==> src/rtl/rand_delay_timer.sv <==
// rtl/rand_delay_timer.sv - random hold-off timer fed by the LFSR; pulses time_out when the delay expires
module rand_delay_timer #(
  parameter int WIDTH     = 7,
  parameter int RETRIGGER = 0
) (
  input  logic             clk,
  input  logic             rst,
  input  logic             en,
  input  logic             trigger,
  input  logic [WIDTH-1:0] rnd_in,
  output logic             lfsr_en,
  output logic             busy,
  output logic             time_out,
  output logic [WIDTH-1:0] count
);

  typedef enum logic [1:0] {IDLE, COUNT, DONE} state_t;

  state_t           state;
  logic [WIDTH-1:0] load_val;

  // A zero from the LFSR would otherwise wrap the counter on its first decrement
  assign load_val = (rnd_in == '0) ? WIDTH'(1) : rnd_in;

  always_ff @(posedge clk) begin
    if (rst) begin
      state    <= IDLE;
      count    <= '0;
      busy     <= 1'b0;
      lfsr_en  <= 1'b0;
      time_out <= 1'b0;
    end else begin
      lfsr_en  <= 1'b0;
      time_out <= 1'b0;
      case (state)
        IDLE: begin
          if (trigger) begin
            count   <= load_val;
            state   <= COUNT;
            busy    <= 1'b1;
            lfsr_en <= 1'b1;
          end
        end
        COUNT: begin
          if ((RETRIGGER != 0) && trigger) begin
            count   <= load_val;
            lfsr_en <= 1'b1;
          end else if (en) begin
            if (count == WIDTH'(1)) begin
              count    <= '0;
              state    <= DONE;
              busy     <= 1'b0;
              time_out <= 1'b1;
            end else begin
              count <= count - WIDTH'(1);
            end
          end
        end
        DONE: begin
          state <= IDLE;
        end
        default: begin
          state <= IDLE;
          count <= '0;
          busy  <= 1'b0;
        end
      endcase
    end
  end

endmodule

==> config.mk <==
export PLATFORM = sky130hd
export DESIGN_NAME = rand_delay_timer
export DESIGN_NICKNAME = d
export VERILOG_FILES = /design/src/rtl/rand_delay_timer.sv
export SDC_FILE = /design/constraint.sdc
export NUM_CORES = 1
export LEC_CHECK = 0
export BUFFER_PORTS_ARGS = -buffer_cell sky130_fd_sc_hd__buf_2
export CAP_MARGIN = 20
export CORE_UTILIZATION = 45
export CTS_CLUSTER_SIZE = 14
export DETAILED_ROUTE_END_ITERATION = 10
export GPL_TIMING_DRIVEN = 1
export PLACE_DENSITY = 0.78
export SLEW_MARGIN = 10
export SYNTH_ARGS = -nofsm -noshare
export SYNTH_HDL_FRONTEND = slang
export SYNTH_SLANG_ARGS = --single-unit
==> constraint.sdc <==
create_clock -name clk -period 1.9 [get_ports clk]
set_input_delay 0.095 -clock clk [delete_from_list [all_inputs] [get_ports clk]]
set_output_delay 0.095 -clock clk [all_outputs]
set_load 0.02 [all_outputs]
## Word-level counts from Yosys, hierarchy flattened

Index checks and enable logic that the tools add are counted.

- Reductions and logical operators: 7
- Add/sub/neg operators: 1
- Mux-type cells: 15
- Eq/ne operators: 6
- Bitwise logic cells: 4

Operators with widths:

| kind | number |
|---|---|
| 7-bit 2-to-1 mux | 4 |
| 7-bit case mux with 3 select lines | 1 |
| 7-bit by 1-bit equality test with 1-bit output (second input constant) | 1 |
| 7-bit logical NOT | 1 |
| 7-bit by 1-bit subtractor with 7-bit output (second input constant) | 1 |
| 2-bit 2-to-1 mux | 3 |
| 2-bit inequality test (second input constant) | 3 |
| 3-bit AND reduction | 2 |
| 1-bit 2-to-1 mux | 5 |
| 1-bit inverter | 4 |
| 2-bit case mux with 2 select lines | 1 |
| 4-bit AND reduction | 1 |
| 1-bit case mux with 3 select lines | 1 |
| 3-bit OR reduction | 1 |
| 2-bit by 1-bit equality test with 1-bit output (second input constant) | 1 |
| 2-bit equality test (second input constant) | 1 |
| 2-bit logical NOT | 1 |
| 2-bit OR reduction | 1 |

- Word-level logic and storage cells: 38
- Flip-flop bits (word level): 12

## Depth between registers and ports, before layout

Gate-level depths: netlist of run 1.

- Depth after elaboration: 4
- Depth in mapped cells: 6
- Gate-level depth less buffers: 6

## Worst setup path after synthesis of run 1

No wires, ideal clock.

- Path type: register to register
- From: register count[1]
- To: register count[5]
- Cell stages (with the launch flop): 7
- Slack: 161 ps
- Setup time: 59 ps
- Clock period less this slack: 1739 ps
- Arrival: 1679 ps
- Cell sequence: dfxtp_1 inv_1 ha_1 nor2b_1 or4_1 a31oi_1 a22o_1

- Word-level cells in the longest chain between the ends: 4
- Elaborated cells on any way between the ends: 5
- Those cells by class: add/sub: 1; eq/ne: 1; mux: 3

RTL lines:

| item | RTL line | text |
|---|---|---|
| from (decl) | 14 | `output logic [WIDTH-1:0] count` |
| from (signal assigned) | 38 | `count <= load_val;` |
| from (signal assigned) | 46 | `count <= load_val;` |
| from (signal assigned) | 55 | `count <= count - WIDTH'(1);` |
| 7-bit by 1-bit subtractor with 7-bit output or 7-bit by 1-bit equality test with 1-bit output (tied branches) | 55, 49 |  |
| 7-bit 2-to-1 mux (*) | 49 | `if (count == WIDTH'(1)) begin` |
| 7-bit 2-to-1 mux (*) | 48 | `end else if (en) begin` |
| 7-bit case mux with 3 select lines (*) | 35 | `case (state)` |

Every way passes the cells marked *; elsewhere a longest branch is shown, timed or not. The select of a mux whose other input is x is not followed.
A chain may end at the register's enable or synchronous reset.

## Worst setup path in the final report of run 1

- From: register count[1]
- To: register count[4]

Same word-level chain as after synthesis.

==> results of run 1 <==
[cell families (layout without fill, tap and decap cells)]
kind of cell | after synthesis | count (layout)
and+or+nand+nor | 32 | 32
AOI/OAI and AO/OA | 31 | 31
DFF | 12 | 12
buffers and inverters | 8 | 30
adders and majority gates | 2 | 2
[worst min path at each step]
stage	slack (ns)	end	from	depth (start not counted)
2_1_floorplan	0.27	lfsr_en	trigger	1
3_3_place_gp	0.39	lfsr_en	trigger	2
3_5_place_dp	0.40	lfsr_en	trigger	2
4_1_cts	0.11	lfsr_en	trigger	2
5_1_grt	0.11	lfsr_en	trigger	2
6_report	0.12	lfsr_en	trigger	2
[timing repair]
item	in CTS	in global routing
gates resized for setup	0	1
hold buffers	0	0
setup endpoints to repair	0	2
endpoints found under the hold margin	0	0
[Yosys cell counts (all sizes together) (2+ instances only)]
cell	number	share of area
a2111oi	4	0.050
a211oi	2	0.022
a21o	5	0.054
a21oi	2	0.014
a221oi	3	0.038
a31oi	3	0.027
and3	2	0.018
clkbuf	2	0.011
dfxtp	12	0.35
ha	2	0.036
inv	5	0.027
nand2	10	0.054
nand2b	3	0.027
nor2	7	0.038
nor3	2	0.014
nor4	2	0.027
o21ai	3	0.022
or4	2	0.027
[sequential cells by signal (all words and copies together) (netlist names)]
name	count
count	7
state	2
busy	1
lfsr_en	1
time_out	1
[routing by layer]
layer	up-vias	part of all wire
met3	7	0.086
met1	340	0.45
met2	38	0.45
met5	-	0
met4	0	0.021
li1	372	-
[power groups by stage]
stage / clock (W) / sequential [W] / combinational (W)
6_report: 0.000205 / 0.000321 / 0.000284
5_1_grt: 0.000227 / 0.000328 / 0.000310
4_1_cts: 0.000215 / 0.000320 / 0.000278
3_5_place_dp: 0 / 0.000327 / 0.000274
3_3_place_gp: 0 / 0.000325 / 0.000274
2_1_floorplan: 0 / 0.000343 / 0.000172
[stage by stage]
step | total power (W) | cell area, um^2 | setup slack, ns | cells | hold WS (ns)
6_report | 0.000810 | 848 | 0.122 | 122 | 0.119
5_1_grt | 0.000865 | 848 | 0.0271 | 122 | 0.109
4_1_cts | 0.000813 | 846 | 0.0951 | 122 | 0.107
3_5_place_dp | 0.000601 | 810 | 0.104 | 118 | 0.397
3_3_place_gp | 0.000599 | 810 | 0.166 | 118 | 0.393
2_1_floorplan | 0.000515 | 696 | 0.161 | 85 | 0.267
[cell type report]
| class | count | area (um^2) | share of cell area |
|---|---|---|---|
| sequential | 12 | 240 | 0.283 |
| inverter | 5 | 18.8 | 0.0221 |
| multi-input combinational | 65 | 427 | 0.503 |
| timing repair buffer | 21 | 108 | 0.127 |
| clock buffer | 4 | 36.3 | 0.0428 |
| tap | 15 | 18.8 | 0.0221 |
==> summary.txt, run 1 <==
Synth
  – Post-synth EDFFs: 0
  – Ys Warns: 0
  – Compound-Gate Fraction of Synth Area: 0.335
  – Post-Synthesis Cells: 85
  – Largest family of logic cells by synthesized area: compound AO/OA/AOI/OAI gates
  – Mux cell area share after synthesis: 0
  – #FFs+latches synth: 12
  – Primary FF master, synth: dfxtp_1
  – Netlist cell types: 34
  – Seq/Total Area, Yosys: 0.345
  – Post-Synth Adder-Cell Area: 0.0360
  – XOR/XNOR Fraction of Synth Area: 0
  – Synth Net Count: 98
  – Mapped Area: 696 um^2
  – Async SR Flop Fraction: 0
  – Synth Area in Simple Gates: 0.239
  – Synthesized area per cell: just over 8 um^2

Power and ir drop
  – Sequential Power Share: 0.397
  – Sw Ratio: 0.361
  – Logic pwr share: 0.351
  – Maximum vdd drop: about 0.0006 V
  – Clock power share: 0.253
  – Int Power: a little over 0.0005 W
  – Power density over the cells: 955 nW/um^2
  – Leakage: ~0.39 nW
  – Sw Pwr: ~0.00029 W

Global route
  – Grt met3 use: 0.0585
  – Top Usage Layer GRT: met2
  – Met2 Use GR: 0.398
  – Initial antenna violation count: 0
  – Number of global-route vias before repair: roughly 610
  – First-pass GRT wire length: between 2000 and 3000 um
  – Gr usage total: 0.254
  – Total grt overflow: 0
  – Pin count of the biggest net entering global routing: 13
  – Grt met1 use: 0.327

Critical path
  – CP Class: reg2reg
  – R2r endpoint: count[4]
  – WP buf/inv: 1
  – Critical path arrival: slightly below 2 ns
  – Crit path from: count[1]
  – Startpoint Class: register
  – FF-to-FF setup slack: between 0.1 and 0.15 ns
  – R2R Path Start: count[1]
  – CP Max Fanout: 6
  – CP peak stage delay: roughly 0.42 ns
  – Worst Reg-to-Reg Cells: 6
  – Crit path depth: 6
  – Cells along the critical path: inv_1 > ha_1 > nor2b_2 > a21oi_1 > a31oi_1 > a2111oi_0
  – CP max stage cell: dfxtp_1
  – WP data required: ~2 ns
  – Crit end category: register
  – Critical path destination: count[4]
  – Top Family by Delay on Critical Path: compound AO/OA/AOI/OAI gates

Clock network
  – Number of buffers created by CTS: 3
  – # Post-CTS Setup Buffers: 0
  – Clk buf depth: 2
  – CTS tree: yes
  – Clock sink total: 12
  – Clock root buffer: clkbuf_4
  – Reg clk slew, reported paths: about 0.08 ns
  – Worst-Skew Late Latency: ~0.28 ns
  – H-tree depth: 1

Route
  – Remaining DRCs: 0
  – 1st-iter DRT viols: 46
  – DR WL/cell: about 15 um
  – DR pass1 iterations: 5
  – Vias/cell: just over 6
  – ANT nets after route: 0
  – Post-Route WL: around 1800 um
  – Via count: roughly 760

Floorplan
  – Total die area: 1710 um^2
  – Num ports: 21
  – Die width: roughly 41 um
  – Die H: approximately 41 um
  – Starting Density: 0.509
  – Row cnt: 13
  – Core footprint: 1370 um^2

Final layout
  – Most common cell after layout, fill and taps aside: buf_2
  – Nets@finish: between 100 and 150
  – Layout area overhead: 21.9%
  – Layout cells sized above 1: 0.262
  – Fill count: 126
  – Diode count: 0
  – Commonest non-fill, non-tap cells in the layout: buf_2 (20), dfxtp_1 (12), nand2_1 (10)
  – Utilization after layout: 0.621

STA
  – Clk_skew: between 0.003 and 0.004 ns
  – Final Setup Violations: 0
  – Final min period: ~1.8 ns
  – Fin crit share: 0.936
  – Setup TNS Final: 0 ns
  – Achievable frequency: 0.563 GHz
  – Slew headroom: 0.693
  – Final hold vios: 0
  – Final slew viol count: 0
  – Slew @ Worst Pin: between 0.4 and 0.5 ns
  – RSZ-0062 raised after global routing: no

Placed design
  – Gpl congestion: a little over 0.9
  – Post-DP HPWL: between 1000 and 1500 um
  – Port Buffer Count: 20

Outcome
  – Status: complete, no violations

Min path
  – HP Class: in2reg

Flow run
  – MaxCap Viol Count: 0
No activity file was read; power rests on OpenSTA's default activity.
==> run 2: changes to the inputs <==
RECOVER_POWER = 50   (was default)
==> summary.txt, run 2 (synthesis gave the netlist of run 1 again) <==
Outcome
  – Status: complete, no violations

Global route
  – Initial antenna violation count: 0 (unchanged)
  – Gr usage total: 0.254 (unchanged)
  – Number of global-route vias before repair: 613 (unchanged)
  – Total grt overflow: 0 (unchanged)
  – First-pass GRT wire length: 2730 um (unchanged)
  – Pin count of the biggest net entering global routing: 13 (unchanged)

Critical path
  – R2r endpoint: count[4]
  – WP data required: 2.06 ns (about the same)
  – CP Class: reg2reg
  – Critical path arrival: 1.95 ns (+0.02 ns)
  – Crit end category: register
  – R2R Path Start: count[1]
  – Worst Reg-to-Reg Cells: 6 (unchanged)
  – FF-to-FF setup slack: 0.11 ns (-0.02 ns)
  – CP Max Fanout: 6 (unchanged)
  – Startpoint Class: register

Clock network
  – Worst-Skew Late Latency: 0.28 ns (about the same)
  – Clk buf depth: 2 (unchanged)
  – CTS tree: yes
  – Number of buffers created by CTS: 3 (unchanged)
  – H-tree depth: 1 (unchanged)
  – Reg clk slew, reported paths: 0.09 ns (about the same)
  – # Post-CTS Setup Buffers: 0 (unchanged)
  – Clock root buffer: clkbuf_4
  – Clock sink total: 12 (unchanged)

Route
  – Max Used Layer: met4
  – Via count: 781 (+3.2%)
  – M1 WL: 812 um (+0.37%)
  – Post-Route WL: 1830 um (+1.3%)
  – 1st-iter DRT viols: 80 (+74%)
  – Remaining DRCs: 0 (unchanged)
  – Routed wl met3: 147 um (-5.2%)
  – Vias/cell: 6.40 (+3.2%)
  – ANT nets after route: 0 (unchanged)
  – DR pass1 iterations: 5 (unchanged)
  – Met2 Routed Length: 838 um (+4.0%)
  – DR WL/cell: 15.0 um (+1.3%)

Final layout
  – Layout area overhead: 20.1%
  – Diode count: 0 (unchanged)
  – Commonest non-fill, non-tap cells in the layout: dfxtp_1 (12), nand2_1 (10), buf_2 (10), clkbuf_1 (10), nor2_1 (7)
  – Most common cell after layout, fill and taps aside: dfxtp_1
  – Top Registers: count (7), state (2)
  – Layout cells sized above 1: 0.168 (-0.0935)
  – Number of flip-flops in the largest register: 7 (unchanged)
  – Most flops, register: count
  – Nets@finish: 121 (unchanged)

STA
  – RSZ-0062 raised after global routing: no
  – Final Setup Violations: 0 (unchanged)
  – Fin crit share: 0.944 (+0.00888)
  – Achievable frequency: 0.557 GHz (-0.94%)
  – Worst Hold Slack: 0.120 ns (+0.000834 ns)
  – Setup TNS Final: 0 ns (unchanged)
  – Slew @ Worst Pin: 0.463 ns (+0.00459 ns)
  – Slew headroom: 0.690 (-0.00307)
  – Final slew viol count: 0 (unchanged)
  – Final min period: 1.79 ns (+0.0169 ns)
  – Final hold vios: 0 (unchanged)
  – Clk_skew: 0.00918 ns (+0.00601 ns)

Power and ir drop
  – Leakage: 0.351 nW (-10%)
  – Maximum vdd drop: 0.000624 V (+2.0%)
  – Tot Pwr: 0.000811 W (+0.18%)
  – Power density over the cells: 971 nW/um^2 (+1.7%)

Floorplan
  – Die width: 41.3 um (unchanged)
  – Num ports: 21 (unchanged)
  – Total die area: 1710 um^2 (unchanged)
  – Starting Density: 0.509 (unchanged)
  – Die H: 41.3 um (unchanged)
  – Core footprint: 1370 um^2 (unchanged)
  – Row cnt: 13 (unchanged)

Min path
  – Hold Path End: lfsr_en
  – HP Start: trigger
  – HP Class: in2reg
  – Hold Crit Depth: 2 (unchanged)

Flow run
  – MaxCap Viol Count: 0 (unchanged)

Placed design
  – Gpl congestion: 0.910 (unchanged)
  – Port Buffer Count: 20 (unchanged)
  – Post-DP HPWL: 1300 um (unchanged)
run 2: changes by cell type in the layout (fill, tap and decap cells not counted), sizes merged:
cell    before  now
clkbuf       4   14
buf         21   11
run 2: cell type report:
type                            count  area, um^2
Timing Repair Buffer               21        95.1
Clock buffer                        4        36.3
Tap cell                           15        18.8
Fill cell                         135         531
Multi-Input combinational cell     65         427
Sequential cell                    12         240
Inverter                            5        18.8
run 2: repair_timing:
item,CTS,global route
hold buffers,0,0
resized for setup,0,1
endpoints found under the setup margin,0,2
run 2: critical path, stage by stage, from the launching register on:
cell and delay (ns):
dfxtp_1 0.43, inv_1 0.09, ha_1 0.19, nor2b_2 0.19, a21oi_1 0.28, a31oi_1 0.12, a2111oi_0 0.37
run 2: how the worst max path moves through the flow:
stage                         from  endpoint  depth (start not counted)
after detailed placement  count[0]  count[4]                          5
after floorplan           count[1]  count[5]                          6
final                     count[1]  count[4]                          6
after global placement    count[0]  count[4]                          5
after CTS                 count[0]  count[4]                          5
after global routing      count[1]  count[2]                          6
run 2: metal layers:
| layer | up-vias | track usage |
|---|---|---|
| li1 | 371 | - |
| met1 | 359 | 0.327 |
| met2 | 44 | 0.398 |
| met3 | 7 | 0.0585 |
| met4 | 0 | 0.121 |
| met5 | - | 0 |
run 2: power by group:
group,switching [W],internal [W]
sequential,0.0000437,0.000279
clock,0.0000943,0.000117
combinational,0.000162,0.000116
total,0.000300,0.000511
run 2: through the flow:
step	cells	instance area, um^2	utilization	worst slack (ns)
finish	122	836	0.612	0.105
detailed placement	118	810	0.592	0.104
floorplan	85	696	-	0.161
global placement	118	810	0.592	0.166
global route	122	836	0.612	0.0247
CTS	122	846	0.619	0.0951
==> run 3: changes to the inputs <==
CORE_UTILIZATION = 39   (was 45)
PLACE_DENSITY = 0.7   (was 0.78)
==> summary.txt, run 3 (synthesis gave the netlist of run 1 again) <==
Outcome
  – Status: complete, no violations

Final layout
  – Number of flip-flops in the largest register: 7 (unchanged)
  – Nets@finish: 122 (+0.83%)
  – Utilization after layout: 0.538 (-0.0736)
  – Fill count: 150 (+11%)
  – Diode count: 0 (unchanged)
  – Layout cells sized above 1: 0.194 (+0.0262)
  – Layout area overhead: 21.9%
  – Most flops, register: count
  – Commonest non-fill, non-tap cells in the layout: nand2_1 (10), dfxtp_1 (10), buf_2 (10), clkbuf_1 (10), nor2_1 (7)
  – Top Registers: count (7), state (2)

STA
  – RSZ-0062 raised after global routing: no
  – Fin crit share: 0.892 (-0.0529)
  – Achievable frequency: 0.590 GHz (+5.9%)
  – Final min period: 1.69 ns (-0.101 ns)
  – Final slew viol count: 0 (unchanged)
  – Setup TNS Final: 0 ns (unchanged)
  – Final hold vios: 0 (unchanged)
  – Clk_skew: 0.00182 ns (-0.00736 ns)
  – Slew @ Worst Pin: 0.471 ns (+0.00804 ns)
  – Worst Hold Slack: 0.116 ns (-0.00393 ns)
  – Slew headroom: 0.685 (-0.00538)
  – Final Setup Violations: 0 (unchanged)

Route
  – Vias/cell: 6.24 (-2.5%)
  – DR pass1 iterations: 6 (+1)
  – Post-Route WL: 1900 um (+3.5%)
  – ANT nets after route: 0 (unchanged)
  – DR WL/cell: 15.3 um (+1.8%)
  – 1st-iter DRT viols: 60 (-25%)
  – Remaining DRCs: 0 (unchanged)
  – Via count: 774 (-0.90%)

Clock network
  – Clock root buffer: clkbuf_4
  – Worst-Skew Late Latency: 0.28 ns (about the same)
  – Clk buf depth: 2 (unchanged)
  – CTS tree: yes
  – Reg clk slew, reported paths: 0.07 ns (-0.02 ns)
  – H-tree depth: 1 (unchanged)
  – Number of buffers created by CTS: 3 (unchanged)
  – Cts hold-fix bufs: 0 (unchanged)
  – Clock sink total: 12 (unchanged)

Power and ir drop
  – Maximum vdd drop: 0.000447 V (-28%)
  – Leakage: 0.357 nW (+1.7%)
  – Power density over the cells: 955 nW/um^2 (-1.7%)

Floorplan
  – Row cnt: 14 (+1)
  – Num ports: 21 (unchanged)
  – Die width: 44.2 um (+7.1%)
  – Die H: 44.2 um (+7.1%)
  – Starting Density: 0.441 (-0.0679)
  – Total die area: 1960 um^2 (+15%)
  – Core footprint: 1580 um^2 (+15%)

Min path
  – Hold Crit Depth: 2 (unchanged)
  – HP Class: in2reg

Global route
  – Number of global-route vias before repair: 698 (+14%)
  – Initial antenna violation count: 0 (unchanged)
  – Met2 Use GR: 0.318 (-0.0808)
  – Total grt overflow: 0 (unchanged)
  – Top Usage Layer GRT: met2
  – Grt met3 use: 0.0653 (+0.00680)
  – Grt met1 use: 0.285 (-0.0419)
  – Gr usage total: 0.209 (-0.0449)
  – First-pass GRT wire length: 3040 um (+12%)
  – Pin count of the biggest net entering global routing: 13 (unchanged)

Flow run
  – MaxCap Viol Count: 0 (unchanged)

Critical path
  – CP Class: reg2reg
  – Startpoint Class: register
  – FF-to-FF setup slack: 0.21 ns (+0.10 ns)
  – CP Max Fanout: 8 (+2)
  – Crit end category: register
  – Worst Reg-to-Reg Cells: 4 (-2)
  – Cells along the critical path: or4_4 > or4_1 > a31oi_1 > a22o_1
  – WP data required: 2.13 ns (+0.07 ns)
  – CP max stage cell: or4_4
  – CP peak stage delay: 0.53 ns (+0.10 ns)
  – Critical path arrival: 1.92 ns (-0.03 ns)

Placed design
  – Gpl congestion: 0.848 (-6.8%)
  – Port Buffer Count: 20 (unchanged)
  – Post-DP HPWL: 1390 um (+7.2%)
## run 3: cell count changes in the layout (fill, tap and decap cells not counted)
cell,before,now
dfxtp_1,12,10
dfxtp_2,0,2
a2111oi_0,4,3
a2111oi_1,0,1
buf_4,1,2
## run 3: power by group
part	internal, W	switching (W)	leakage, nW
clock	0.000117	0.0000856	0.0210
combinational	0.000120	0.000165	0.237
sequential	0.000280	0.0000425	0.0993
total	0.000516	0.000293	0.357
## run 3: stage by stage
stage | setup slack, ns | std cells | instance area, um^2 | total power (W)
floorplan | 0.161 | 85 | 696 | 0.000515
global placement | 0.174 | 120 | 818 | 0.000605
detailed placement | 0.137 | 120 | 818 | 0.000608
CTS | 0.122 | 124 | 855 | 0.000814
global route | 0.0127 | 124 | 848 | 0.000857
finish | 0.206 | 124 | 848 | 0.000810
## run 3: critical path: cells and delay by family, from the launching register on
| kind | cells | cell delay (ns) |
|---|---|---|
| AOI/OAI and AO/OA | 2 | 0.31 |
| and+or+nand+nor | 2 | 0.93 |
| DFF | 1 | 0.41 |
## run 3: what timing repair did
action / CTS / global route
buffers inserted: 0 / 0
endpoints found under the setup margin: 0 / 3
resized for setup: 0 / 4
## run 3: area by class of cell
class,count,area (um^2),area share
multi-input combinational,65,428,0.504
sequential,12,243,0.286
timing repair buffer,22,103,0.121
clock buffer,4,36.3,0.0428
tap,16,20.0,0.0236
inverter,5,18.8,0.0221
## run 3: final timing paths
kind | start | endpoint
setup reg to reg | count[2] | count[5]
hold / removal | trigger | lfsr_en
hold reg to reg | busy | busy
setup / recovery | count[2] | count[5]
## run 3: routing by layer
| metal | vias to the layer above | share of wire |
|---|---|---|
| li1 | 371 | - |
| met1 | 361 | 0.44 |
| met2 | 40 | 0.46 |
| met3 | 2 | 0.092 |
| met4 | 0 | 0.0047 |
| met5 | - | 0 |
